## config.mk

```make
export PLATFORM = sky130hd
export DESIGN_NAME = dff_bist_ctrl
export DESIGN_NICKNAME = d
export VERILOG_FILES = /design/src/rtl/dff_bist_ctrl.sv
export SDC_FILE = /design/constraint.sdc
export NUM_CORES = 1
export LEC_CHECK = 0
export ABC_CLOCK_PERIOD_IN_PS = 1900
export CAP_MARGIN = 20
export CORE_MARGIN = 4
export CORE_UTILIZATION = 57
export CTS_BUF_LIST = sky130_fd_sc_hd__clkbuf_4 sky130_fd_sc_hd__clkbuf_8 sky130_fd_sc_hd__clkbuf_16
export DETAILED_ROUTE_END_ITERATION = 8
export PLACE_DENSITY = 0.81
export SLEW_MARGIN = 10
export SYNTH_ARGS = -nofsm -noshare
export SYNTH_HDL_FRONTEND = slang
export SYNTH_SLANG_ARGS = --single-unit
```

## constraint.sdc

```tcl
create_clock -name clk -period 1.9 [get_ports clk]
set_input_delay 0.475 -clock clk [delete_from_list [all_inputs] [get_ports clk]]
set_output_delay 0.475 -clock clk [all_outputs]
set_load 0.05 [all_outputs]
```

## src/rtl/dff_bist_ctrl.sv

```systemverilog
// dff_bist_ctrl: LFSR stimulus driver and one-cycle-delayed response checker for a D flip-flop
module dff_bist_ctrl #(
  parameter logic [15:0] SEED = 16'hACE1,
  parameter int NUM_VEC = 256,
  parameter int ERR_W = 8
) (
  input  logic clk,
  input  logic rst,
  input  logic start,
  output logic d,
  input  logic q,
  input  logic qbar,
  output logic busy,
  output logic done,
  output logic pass,
  output logic [ERR_W-1:0] err_count,
  output logic first_err_vld,
  output logic [$clog2(NUM_VEC)-1:0] first_err_idx
);
  localparam int IW = $clog2(NUM_VEC);
  localparam int VW = $clog2(NUM_VEC + 1);
  localparam logic [15:0] SEED_EFF = (SEED == 16'd0) ? 16'h0001 : SEED;
  typedef enum logic [1:0] {IDLE, RUN, DRAIN, DONE} state_t;
  state_t state;
  logic [15:0] lfsr;
  logic [15:0] lfsr_nxt;
  logic [VW-1:0] vidx;
  logic [IW-1:0] idx1;
  logic [IW-1:0] idx2;
  logic vld1;
  logic vld2;
  logic exp_prev;
  logic fail;
  logic [ERR_W-1:0] err_nxt;
  assign lfsr_nxt = {lfsr[0] ^ lfsr[2] ^ lfsr[3] ^ lfsr[5], lfsr[15:1]};
  assign fail = vld2 && ((q != exp_prev) || (qbar == q));
  assign err_nxt = (fail && (err_count != '1)) ? err_count + 1'b1 : err_count;
  always_ff @(posedge clk or negedge rst) begin
    if (!rst) begin
      state <= IDLE;
      lfsr <= SEED_EFF;
      vidx <= '0;
      idx1 <= '0;
      idx2 <= '0;
      vld1 <= 1'b0;
      vld2 <= 1'b0;
      exp_prev <= 1'b0;
      d <= 1'b0;
      busy <= 1'b0;
      done <= 1'b0;
      pass <= 1'b0;
      err_count <= '0;
      first_err_vld <= 1'b0;
      first_err_idx <= '0;
    end else begin
      vld2 <= vld1;
      exp_prev <= d;
      idx2 <= idx1;
      err_count <= err_nxt;
      if (fail && !first_err_vld) begin
        first_err_vld <= 1'b1;
        first_err_idx <= idx2;
      end
      case (state)
        IDLE: begin
          lfsr <= SEED_EFF;
          d <= 1'b0;
          vld1 <= 1'b0;
          if (start) begin
            state <= RUN;
            busy <= 1'b1;
            pass <= 1'b0;
            err_count <= '0;
            first_err_vld <= 1'b0;
            first_err_idx <= '0;
            d <= lfsr[0];
            lfsr <= lfsr_nxt;
            vld1 <= 1'b1;
            idx1 <= '0;
            vidx <= VW'(1);
          end
        end
        RUN: begin
          if (vidx == VW'(NUM_VEC)) begin
            d <= 1'b0;
            vld1 <= 1'b0;
            state <= DRAIN;
          end else begin
            d <= lfsr[0];
            lfsr <= lfsr_nxt;
            vld1 <= 1'b1;
            idx1 <= IW'(vidx);
            vidx <= vidx + 1'b1;
          end
        end
        DRAIN: begin
          state <= DONE;
          busy <= 1'b0;
          done <= 1'b1;
          pass <= (err_nxt == '0);
        end
        default: begin
          done <= 1'b0;
          lfsr <= SEED_EFF;
          state <= IDLE;
        end
      endcase
    end
  end
endmodule

```

# Word-level counts from Yosys, hierarchy flattened

Cells that the tools add are included.
Widths: inputs -> output; s select.

Bits in registers: 67
Latch bits: 0
RAM bits: 0
Memory bits (read-only): 0
Word-level logic and storage cells: 76
Memories: 0

Add/sub/neg operators: 2
Multipliers: 0
Div/mod/pow operators: 0
$lt $le $gt $ge: 0
Equal/unequal tests: 9
Shift operators: 0
Multiplexer cells: 32
Bitwise logic cells: 4
Reductions and logical operators: 14

Operators with widths:

| operator            | number |
|---|---|
| $mux 8              | 8 |
| $pmux 16 s3         | 1 |
| $mux 16             | 2 |
| $mux 9              | 2 |
| $pmux 9 s2          | 1 |
| $pmux 8 s2          | 1 |
| $pmux 1 s2          | 5 |
| $add 9x1->9 const B | 1 |
| $eq 9x9->1 const B  | 1 |
| $mux 1              | 9 |
| $add 8x1->8 const B | 1 |
| $logic_not 8->1     | 1 |
| $ne 8x8->1 const B  | 1 |
| $ne 2x2->1 const B  | 3 |
| $pmux 2 s3          | 1 |
| $reduce_and 2->1    | 3 |
| $mux 2              | 2 |
| $reduce_bool 2->1   | 2 |
| $logic_and 1x1->1   | 3 |
| $reduce_and 3->1    | 1 |
| $xor 1x1->1         | 3 |
| $eq 2x1->1 const B  | 1 |
| $eq 2x2->1 const B  | 1 |
| $logic_not 2->1     | 1 |
| 6 further kinds     | 6 |

# Logic depth before layout (Yosys ltp)

Word-level depth: 7
Mapped depth: 8
Gate-level depth less buffers: 7

# Worst setup path after synthesis

Ideal clock, no wire load.

Path type: reg2reg
Start point: register err_count[0]
End point: register pass
Library setup time: 126 ps
Arrival time: 1800 ps
Data required time: 1774 ps
Setup slack: -26 ps
Cell stages (with the launch flop): 7
Clock period less this slack: 1926 ps
Path through: dfrtp_1 -> ha_1 -> nand4_1 -> nor2_1 -> nor4b_1 -> o21ai_0 -> o31ai_1

Cells in the longest elaborated chain, start to end: 5
Elaborated cells between the ends (all ways): 6
Those cells by class: 1 x add/sub; 1 x eq/ne; 2 x mux; 2 x reduce/logical

RTL lines:

| element                                             | line | text |
|---|---|---|
| start: declaration                                  | 16   | `output logic [ERR_W-1:0] err_count,` |
| start signal: assignment                            | 59   | `err_count <= err_nxt;` |
| branches (longest 2 deep; another with $add 8x1->8) | -    |  |
| $mux 8 *                                            | 37   | `assign err_nxt = (fail && (err_count != '1)) ? err_count + 1'b1 : err_count;` |
| $logic_not 8->1 *                                   | 100  | `pass <= (err_nxt == '0);` |
| $pmux 1 s2 *                                        | 64   | `case (state)` |
| end signal: assignment                              | 100  |  |
| end: declaration                                    | 15   | `output logic pass,` |

Every way passes the cells marked *.
A chain may end at the register's enable or synchronous reset.

# Final worst setup path

Start point: register vidx[1]
End point: register vidx[3]

Cells in the longest elaborated chain, start to end: 3
Elaborated cells between the ends (all ways): 6
Those cells by class: 1 x add/sub; 2 x eq/ne; 2 x mux; 1 x reduce/logical

RTL lines:

| element                                               | line   | text |
|---|---|---|
| start: declaration                                    | 27     | `logic [VW-1:0] vidx;` |
| start signal: assignment                              | 93     | `vidx <= vidx + 1'b1;` |
| $add 9x1->9 / $eq 9x9->1 (equally long branches)      | 93, 84 |  |
| $mux 9 / $ne 2x2->1 (equally long branches)           | -      |  |
| $pmux 9 s2 / $reduce_and 3->1 (equally long branches) | -      |  |

Parallel ways exist; a longest one is shown, timed or not. The select of a mux whose other input is x is not followed.

==> flow_summary.rst <==
.. list-table::
   :header-rows: 1

   * - Metric
     - Value
   * - Result of the run
     - completed
   * - Yosys warns
     - 0
   * - Net count reported at finish
     - 347
   * - Total of flip-flops plus latches after synthesis
     - 67
   * - Overall via count from detail_route
     - between 2000 and 2500
   * - Worst-case clock skew
     - 0.00924 ns
   * - Number of fill cells in the layout
     - 389
   * - Worst Max-Slew Pin Slew
     - 0.383 ns
   * - Area growth syn-to-layout
     - 22.2%
   * - Post-DR vias/cell
     - 5.49
   * - Detailed-route wire length per cell
     - ~14 um
   * - Count of unresolved DRC violations after routing
     - 0
   * - Number of antenna repair diodes
     - 0
   * - Maximum ir drop on the vdd rail
     - 0.767 mV
   * - Slew headroom
     - around 74%
   * - Commonest non-fill, non-tap cells in the layout
     - dfrtp_1 (56), nand2_1 (44), buf_4 (42)
   * - Longest Clk Path Bufs
     - 2
   * - Clock insertion delay at the later pin of the skew report
     - 0.34 ns
   * - Sort of element at the start of the critical path
     - flip-flop
   * - Violation count after the first detailed-route iteration
     - 157
   * - Pre-antenna DRT Iters
     - 4
   * - CTS sink count
     - 67
   * - Max-cap violations
     - 0
   * - Crit path required time
     - 2.17 ns
   * - Maximum net fanout on the critical path
     - 7
   * - Max Freq
     - 0.555 GHz
   * - Hold violation count in the final report
     - 0
   * - Die outline width
     - roughly 81 um
   * - Largest net degree at the start of global routing
     - 68
   * - Core outline area
     - a little over 5000 sq um
   * - Number of buffer cells added on primary ports
     - 25
   * - Total GRT Usage
     - 20.6%
   * - Worst R2R Path Depth
     - 6
   * - Met1 global-route usage
     - 26.6%
   * - Post-route minimum period
     - 1.80 ns
   * - Number of flops mapped to enable cells by yosys
     - 0
   * - Antenna violations before repair
     - 0
   * - Seq/Total Area, Yosys
     - a little under three fifths
   * - Type of the setup path with the least slack
     - reg -> reg
   * - Path type of the worst min-delay path
     - in -> async
   * - Share of post-route cells with drive strength above 1
     - between 20% and 30%
   * - Detailed Place HPWL
     - a little over 4 mm
   * - Height of the die
     - between 80 and 90 um
   * - Initial core utilization
     - 59.0%
   * - Final-report setup violation count
     - 0
   * - Vias in the first global route
     - 2182
   * - Power density normalized to cell area
     - 1020 nW/um^2
   * - Post-Synthesis Mean Instance Area
     - 10.6 sq um
   * - Async set-reset flop share out of synthesis
     - 100%
   * - Commonest non-fill, non-tap cell in the layout
     - dfrtp_1
   * - Max-slew violation count
     - 0
   * - Post-CTS Hold Fix Bufs
     - 0
   * - Total chip power
     - 3.77 mW
   * - Final worst path period share
     - 94.8%
   * - Most used DFF post-synth
     - dfrtp_1
   * - Syn Nets
     - between 200 and 300
   * - Critical R2R Capture
     - vidx[3]$_DFFE_PN0P_
   * - Gpl congestion
     - slightly above 0.8
   * - Global routing's busiest layer
     - met2
   * - Arrival time worst endpoint
     - 2.07 ns
   * - Number of distinct library cell variants in the gate-level netlist after synthesis
     - 46
   * - M2 GR Usage
     - 33.4%
   * - Final setup TNS
     - 0 ns
   * - M3 GR Usage
     - 3.99%
   * - Grt ovf
     - 0
   * - Floorplan die area
     - 6550 sq um
   * - Wirelength, routed
     - 5.87 mm
   * - Worst flop-to-flop path startpoint
     - vidx[1]$_DFFE_PN0P_
   * - Synthesized netlist cell count
     - around 290
   * - Top-level I/O count
     - 26
   * - CTS tree
     - yes
   * - Post-synthesis instance area
     - between 3000 and 4000 sq um
   * - Master cell of the clock root buffer
     - clkbuf_8
   * - Number of placement rows
     - 26
   * - Post-route antenna net violation count
     - 0
   * - First-pass GRT wire length
     - around 10 mm
   * - Critical path capture point type
     - flip-flop
   * - Num CTS Buffers
     - 9
   * - Number of levels the H-tree was split into
     - 3
   * - Leak
     - 1.78 nW
   * - Worst reg2reg setup slack
     - 0.1 ns
   * - Clock slew at reported path FFs
     - 0.08 ns
==> worst max-delay path by stage <==
stage                         start                     end  slack (ns)  depth (start not counted)
3_5_place_dp                      q  err_count[4]$_DFF_PN0_       -0.22                          7
4_1_cts        state[1]$_DFFE_PN0P_     vidx[3]$_DFFE_PN0P_        0.06                          6
6_report        vidx[1]$_DFFE_PN0P_     vidx[3]$_DFFE_PN0P_         0.1                          6
3_3_place_gp                      q  err_count[4]$_DFF_PN0_       -0.07                          7
5_1_grt         vidx[1]$_DFFE_PN0P_     vidx[7]$_DFFE_PN0P_       -0.03                          7
2_1_floorplan  state[0]$_DFFE_PN0P_     vidx[8]$_DFFE_PN0P_        0.14                          8
==> layer usage <==
metal | wire length [um] | up-vias
li1 | - | 1089
met1 | 2510 | 1090
met2 | 2960 | 60
met3 | 293 | 11
met4 | 114 | 0
met5 | 0 | -
==> worst max-delay path, stage by stage, from the launching register on <==
cell and delay, ns:
dfrtp_1 0.40, inv_1 0.07, ha_1 0.19, and4bb_2 0.28
a31o_4 0.28, or3_1 0.37, a21oi_2 0.15
==> report_power, final <==
group / switching, mW / total (mW) / internal [mW] / leakage [nW]
Combinational: 0.516 / 0.808 / 0.293 / 0.877
Sequential: 0.138 / 1.65 / 1.51 / 0.790
Clock: 0.569 / 1.32 / 0.750 / 0.114
Total: 1.22 / 3.77 / 2.55 / 1.78
==> Yosys cell counts, types with 2 or more instances <==
| cell | count | area [sq um] |
|---|---|---|
| dfrtp_1 | 59 | 1480 |
| nand2_1 | 44 | 165 |
| nor2_1 | 31 | 116 |
| nand3_1 | 16 | 80.1 |
| o21ai_0 | 16 | 80.1 |
| mux2i_1 | 10 | 100 |
| xnor2_1 | 9 | 78.8 |
| a22o_2 | 8 | 80.1 |
| dfstp_2 | 8 | 210 |
| a21oi_1 | 7 | 35.0 |
| ha_1 | 7 | 87.6 |
| inv_1 | 7 | 26.3 |
| xor2_1 | 7 | 61.3 |
| clkbuf_1 | 5 | 18.8 |
| buf_2 | 4 | 20.0 |
| nand4_1 | 4 | 25.0 |
| a31oi_1 | 3 | 18.8 |
| and3_1 | 3 | 18.8 |
| nand2b_1 | 3 | 18.8 |
| nor3_1 | 3 | 15.0 |
| or3_1 | 3 | 18.8 |
| and2_1 | 2 | 12.5 |
| mux2_2 | 2 | 22.5 |
| nor2b_1 | 2 | 12.5 |
| nor4_1 | 2 | 12.5 |
| o31ai_1 | 2 | 15.0 |
==> kinds of logic (layout without fill, tap and decap cells) <==
family / count (synthesis) / after routing / share of synthesized area (%)
xor+xnor: 16 / 16 / 4.62
simple gates: 119 / 119 / 18.8
fa+ha+maj: 7 / 7 / 2.89
buf+inv: 19 / 72 / 2.89
flops: 67 / 67 / 55.6
mux: 13 / 13 / 4.49
compound gates: 46 / 46 / 10.8
==> layout make-up <==
type                            instances  area (sq um)  share of cell area (%)
Clock buffer                            9           124                    3.34
Clock inverter                          7           100                    2.70
Inverter                                7          26.3                   0.709
Multi-Input combinational cell        201          1270                    34.2
Sequential cell                        67          1690                    45.6
Tap cell                               70          87.6                    2.36
Timing Repair Buffer                   49           410                    11.1
==> registers in the layout (all words and copies together), names as in the netlist <==
name           cells
lfsr              16
vidx               9
err_count          8
first_err_idx      8
idx1               8
idx2               8
state              2
busy               1
d                  1
done               1
exp_prev           1
first_err_vld      1
pass               1
vld1               1
vld2               1
==> through the flow <==
| stage | cell area, sq um | util [%] | setup slack (ns) | instances | hold slack (ns) |
|---|---|---|---|---|---|
| 2_1_floorplan | 3040 | - | 0.136 | 287 | 0.179 |
| 4_1_cts | 3670 | 71.5 | 0.0649 | 407 | 0.151 |
| 5_1_grt | 3710 | 72.2 | -0.0279 | 410 | 0.158 |
| 3_5_place_dp | 3450 | 67.1 | -0.224 | 391 | 0.363 |
| 3_3_place_gp | 3450 | 67.1 | -0.0731 | 391 | 0.363 |
| 6_report | 3710 | 72.2 | 0.0991 | 410 | 0.132 |
==> timing repair <==
| item | in CTS | in global routing |
|---|---|---|
| gates resized for setup | 0 | 4 |
| hold endpoints to repair | 0 | 0 |
| buffers inserted | 0 | 3 |
| setup endpoints to repair | 0 | 14 |
(Power assumes the default switching activity.)
